==> config.mk <==
export PLATFORM = sky130hd
export DESIGN_NAME = shift_register_ctrl
export DESIGN_NICKNAME = d
export VERILOG_FILES = /design/src/rtl/shift_ctrl_pkg.sv /design/src/rtl/shift_ctrl_counter.sv /design/src/rtl/shift_register_ctrl.sv
export SDC_FILE = /design/constraint.sdc
export NUM_CORES = 1
export LEC_CHECK = 0
export ABC_AREA = 1
export BUFFER_PORTS_ARGS = -buffer_cell sky130_fd_sc_hd__buf_4
export CORE_UTILIZATION = 45
export CTS_BUF_LIST = sky130_fd_sc_hd__clkbuf_2 sky130_fd_sc_hd__clkbuf_4 sky130_fd_sc_hd__clkbuf_8
export CTS_CLUSTER_SIZE = 40
export DETAILED_ROUTE_END_ITERATION = 12
export PLACE_DENSITY = 0.68
export SLEW_MARGIN = 20
export SYNTH_ARGS = -nofsm -noshare
export SYNTH_HDL_FRONTEND = slang
export SYNTH_HIERARCHICAL = 1
export SYNTH_SLANG_ARGS = --single-unit
==> constraint.sdc <==
create_clock -name i_clk -period 1.6 [get_ports i_clk]
set_input_delay 0.16 -clock i_clk [delete_from_list [all_inputs] [get_ports i_clk]]
set_output_delay 0.16 -clock i_clk [all_outputs]
set_load 0.005 [all_outputs]
==> src/rtl/shift_ctrl_pkg.sv <==
// Shared types and constants for the shift-register sequencer.
// The optional readback check is enabled with SHIFT_CTRL_CHECK_EN.
package shift_ctrl_pkg;

    localparam int SHIFT_CTRL_WIDTH = 8;

    typedef enum logic [1:0] {
        IDLE  = 2'd0,
        SHIFT = 2'd1,
        DONE  = 2'd2,
        GAP   = 2'd3
    } state_t;

    function automatic int max_int(input int a, input int b);
        return (a > b) ? a : b;
    endfunction

endpackage

==> src/rtl/shift_ctrl_counter.sv <==
// Loadable up-counter with enable and terminal-count flag.
// Shared by the bit count (SHIFT) and the gap count (GAP).
module shift_ctrl_counter #(
    parameter int CW = 4
) (
    input  logic          i_clk,
    input  logic          i_rst_n,
    input  logic          i_load,
    input  logic [CW-1:0] i_load_val,
    input  logic          i_en,
    input  logic [CW-1:0] i_term,
    output logic [CW-1:0] o_count,
    output logic          o_tc
);

    logic [CW-1:0] r_count;

    // NOTE: state registers use non-blocking assignments so every flop samples pre-edge values.
    always_ff @(posedge i_clk or negedge i_rst_n) begin
        if (!i_rst_n) begin
            r_count <= '0;
        end else if (i_load) begin
            r_count <= i_load_val;
        end else if (i_en) begin
            r_count <= r_count + 1'b1;
        end
    end

    assign o_count = r_count;
    assign o_tc    = (r_count == i_term);

endmodule

==> src/rtl/shift_register_ctrl.sv <==
// Serialises a handshaked byte MSB-first into an external serial-in shift register.
// Define SHIFT_CTRL_CHECK_EN to add the Q readback port and the MISMATCH flag.
module shift_register_ctrl
    import shift_ctrl_pkg::*;
#(
    parameter int WIDTH      = SHIFT_CTRL_WIDTH,
    parameter int GAP_CYCLES = 0
) (
    input  logic             i_clk,
    input  logic             i_rst_n,
    input  logic             i_load_valid,
    input  logic [WIDTH-1:0] i_load_data,
    output logic             o_load_ready,
    input  logic             i_hold,
    output logic             o_shift_enable,
    output logic             o_data_out,
    output logic             o_busy,
`ifdef SHIFT_CTRL_CHECK_EN
    input  logic [WIDTH-1:0] i_q,
    output logic             o_mismatch,
`endif
    output logic             o_done
);

    localparam int            CW       = $clog2(max_int(WIDTH, GAP_CYCLES) + 1);
    localparam logic [CW-1:0] BIT_LAST = CW'(WIDTH - 1);
    localparam logic [CW-1:0] GAP_LAST = (GAP_CYCLES > 0) ? CW'(GAP_CYCLES - 1) : '0;

    state_t           r_state;
    state_t           w_state_nxt;
    logic [WIDTH-1:0] r_data;
    logic [WIDTH-1:0] w_data_shl;
    logic [CW-1:0]    w_cnt;
    logic [CW-1:0]    w_cnt_term;
    logic             w_cnt_tc;
    logic             w_cnt_en;
    logic             w_cnt_load;
    logic             w_shift_en;

    always_ff @(posedge i_clk or negedge i_rst_n) begin
        if (!i_rst_n) begin
            r_state <= IDLE;
        end else begin
            r_state <= w_state_nxt;
        end
    end

    always_ff @(posedge i_clk or negedge i_rst_n) begin
        if (!i_rst_n) begin
            r_data <= '0;
        end else if (r_state == IDLE && i_load_valid) begin
            r_data <= i_load_data;
        end
    end

    // NOTE: every always_comb output gets a default first so no path can infer a latch.
    always_comb begin
        w_state_nxt = r_state;
        w_shift_en  = 1'b0;
        w_cnt_en    = 1'b0;
        w_cnt_term  = BIT_LAST;
        case (r_state)
            IDLE: begin
                if (i_load_valid) w_state_nxt = SHIFT;
            end
            SHIFT: begin
                w_shift_en = ~i_hold;
                w_cnt_en   = ~i_hold;
                if (!i_hold && w_cnt_tc) w_state_nxt = DONE;
            end
            DONE: begin
                w_state_nxt = (GAP_CYCLES > 0) ? GAP : IDLE;
            end
            GAP: begin
                w_cnt_term = GAP_LAST;
                w_cnt_en   = 1'b1;
                if (w_cnt_tc) w_state_nxt = IDLE;
            end
            default: w_state_nxt = IDLE;
        endcase
    end

    // Counter restarts from zero whenever a SHIFT or GAP phase is about to begin.
    assign w_cnt_load = (r_state == IDLE) || (r_state == DONE);

    shift_ctrl_counter #(
        .CW (CW)
    ) u_counter (
        .i_clk      (i_clk),
        .i_rst_n    (i_rst_n),
        .i_load     (w_cnt_load),
        .i_load_val ('0),
        .i_en       (w_cnt_en),
        .i_term     (w_cnt_term),
        .o_count    (w_cnt),
        .o_tc       (w_cnt_tc)
    );

    // Bit k of the frame is latched[WIDTH-1-k], i.e. the MSB after shifting left by k.
    assign w_data_shl     = r_data << w_cnt;
    assign o_shift_enable = w_shift_en;
    assign o_data_out     = w_shift_en & w_data_shl[WIDTH-1];
    assign o_load_ready   = (r_state == IDLE);
    assign o_busy         = (r_state != IDLE);
    assign o_done         = (r_state == DONE);

`ifdef SHIFT_CTRL_CHECK_EN
    logic r_mismatch;

    always_ff @(posedge i_clk or negedge i_rst_n) begin
        if (!i_rst_n) begin
            r_mismatch <= 1'b0;
        end else if (r_state == DONE) begin
            r_mismatch <= (i_q != r_data);
        end
    end

    assign o_mismatch = r_mismatch;
`endif

endmodule
==> run summary <==
Setup violations remaining at the end of the flow were counted as 0. STA classifies the critical path endpoint as an output port. For this run the aggregate overflow at the end of global routing stands at 0.

Average cell area after synthesis: 7.40 um^2. For the worst-skew pair, the clock arrives at the later sink with an insertion delay of 0.27 ns. The combined flip-flop and latch cell area was 355 um^2; the number of global-route vias before repair was 645.

The run gives 0.715 as the routability congestion estimate. Average routed wire per standard cell: 9.34 um. The worst setup path is launched from a register.

For the count of distinct cell types in the synthesized netlist, the log shows 19. After technology mapping, the gate count stands at 112. In this run the cell area of the synthesized design comes to 828 um^2. For this design, the sink count on the clock tree is 14.

Summed over all layers, the routed wires come to 1.53 mm. Counting the buffers created by CTS gives 3. The floorplan has 15 rows. The core box area was 1730 um^2; the area of the die was 2020 um^2.

The number of fillers in the final layout is 168. The clock-pin slew reported for the worst setup and hold paths after clock tree synthesis is 0.09 ns, and the global-route usage over all layers is 17.5%. Measured along the y axis, the die boundary spans 44.9 um.

Sequential elements use 42.3% of the synthesized area. The number of levels the H-tree was split into came out at 1. Setup repair after global routing left no endpoint under its margin. The run gives 0 as the count of final hold-check violations. The worst path in the final design needs a cycle of 1.49 ns, including I/O delays and setup. Input and output buffers added on the ports amount to 16. The total power was 1720 uW. The total of flip-flops plus latches after synthesis is 14. The logs give 0 for the max-cap violation count and 0.000575 uW for the standby leakage power.

The tools report the final total negative setup slack as 0 ns. TritonCTS built the clock tree. The DRC violations left is 0, and the starting utilization of the core area is 48.0%.

The maximum fanout along the worst path works out to 7. The count of inserted antenna diode cells was 0. The die is 44.9 um wide.

The tools report the initial antenna violation count as 0. The path class of the tightest hold or removal check is input port to register. The final clock period utilization by the worst path was 93.1%; the DRC marker count from the first detailed-route iteration was 4. The data arrival time of the critical path is 1.33 ns. After detailed routing, the number of vias per cell comes to 4.54. In the final design database the tool counted 154 nets. The area occupied by multi-input gates came out at 429 um^2. STA puts the critical path data required time at 1.44 ns.

Relative to the synthesized area, the layout overhead comes to 27.8%. For the count of warnings emitted by yosys, the log shows 6. For the worst slack on hold paths, the log shows 0.107 ns. Entering global routing, the biggest net connects 15 pins. The power density over the cells is 1620 nW/um^2, and the first-pass GRT wire length is 2.59 mm.

17 I/O pins were placed. The largest clock skew in the final design was 0.00390 ns. The run finished with clean final reports. The number of pins exceeding their max-slew limit in the final report is 0. In the layout the commonest cells are nand2_1, buf_4, inv_1. The first TritonRoute pass finished after 4 iterations. The ratio of cells with drive above 1 in the final layout was 28.1%; the total via count after detailed routing was 744. For the HPWL after detailed placement, the log shows 1.14 mm.

The clock tree root buffer cell is clkbuf_4. The number of nets with antenna violations after routing is 0. For this run, the top clock speed supported by timing is 671 MHz. The longest clock path from root to sink contains 2 buffers.

The type of the worst setup path was register to output port. VDD sags by at most 0.784 mV. Most frequent standard cell in the layout excluding fill and tap cells: nand2_1.
## metrics by stage
step | utilization [%] | std cells | setup WS [ns] | instance area (um^2)
after CTS | 58.9 | 160 | 0.0417 | 1020
after global placement | 57.0 | 156 | 0.256 | 983
final | 61.3 | 164 | 0.110 | 1060
after global routing | 61.3 | 164 | 0.0129 | 1060
after floorplan | - | 116 | 0.321 | 843
after detailed placement | 57.0 | 156 | 0.182 | 983
## cells by family (layout without fill, tap and decap cells)
family,Yosys count,in the layout,synth area share [%]
buffers and inverters,17,40,8.61
adders and majority gates,1,1,1.51
and+or+nand+nor,65,65,34.4
other,1,5,0.453
AOI/OAI and AO/OA,10,10,8.46
xor gates and xnor gates,4,4,4.23
DFF,14,14,42.3
## timing repair
item,CTS,global route
pin swaps,0,3
hold buffers,1,0
hold endpoints to repair,14,0
resized for setup,1,6
setup endpoints to repair,1,2
setup buffers,0,5
## path summary, 6_finish.rpt
kind | slack [ns] | cells past startpoint | end | from
max | 0.11 | 7 | o_data_out | u_counter/o_count[0]
min | 0.11 | 3 | r_data[1] | i_load_data[1]
max reg2reg | 0.25 | 7 | r_state[0] | r_state[0]
min reg2reg | 0.48 | 2 | r_data[3] | r_data[3]
max in group asynchronous | 1.15 | 2 | r_state[1] | i_rst_n
min in group asynchronous | 0.26 | 2 | r_data[7] | i_rst_n
## area by class of cell
type	count	share of cell area, %
tap	25	2.96
sequential	14	33.6
multi-input combinational	85	40.5
timing repair buffer	21	15.1
inverter	16	5.67
clock buffer	3	2.13
## routing by layer
| metal | vias up | GRT usage (%) | part of all wire (%) |
|---|---|---|---|
| met5 | - | 0 | 0 |
| met4 | 0 | 5.45 | 0 |
| met3 | 0 | 2.40 | 4.1 |
| met2 | 14 | 31.2 | 46 |
| met1 | 332 | 21.9 | 50 |
| li1 | 398 | - | - |
## cell usage after synthesis
master | count | share of area [%]
nand4_1 | 1 | 0.76
conb_1 | 1 | 0.45
a21oi_1 | 2 | 1.2
ha_1 | 1 | 1.5
nor2_2 | 3 | 2.3
dfrtp_1 | 14 | 42
a21oi_2 | 4 | 4.2
nand3_1 | 13 | 7.9
nand2_1 | 38 | 17
nor2_1 | 8 | 3.6
buf_6 | 1 | 1.4
a21boi_1 | 1 | 0.91
xnor2_1 | 4 | 4.2
inv_1 | 16 | 7.3
nand2_4 | 1 | 1.4
o21ai_0 | 1 | 0.60
nor2_4 | 1 | 1.4
a22oi_1 | 1 | 0.91
o21ai_1 | 1 | 0.60
## registers in the layout, summed over array words and instances (netlist names)
name	cells
r_data	8
u_counter/o_count	4
r_state	2
## report_power, final
group | total, uW | leakage (uW) | switching [uW] | internal, uW
clock | 202 | 0.0000138 | 115 | 87.1
combinational | 825 | 0.000400 | 426 | 398
sequential | 692 | 0.000161 | 172 | 520
## worst max-delay path, cell delays in order (launching register included)
cell	delay, ns
dfrtp_2	0.46
buf_4	0.15
nand2_1	0.06
nand3_1	0.07
nand2_1	0.07
nor2_1	0.03
nor2_1	0.10
buf_4	0.11
(Power assumes the default switching activity.)
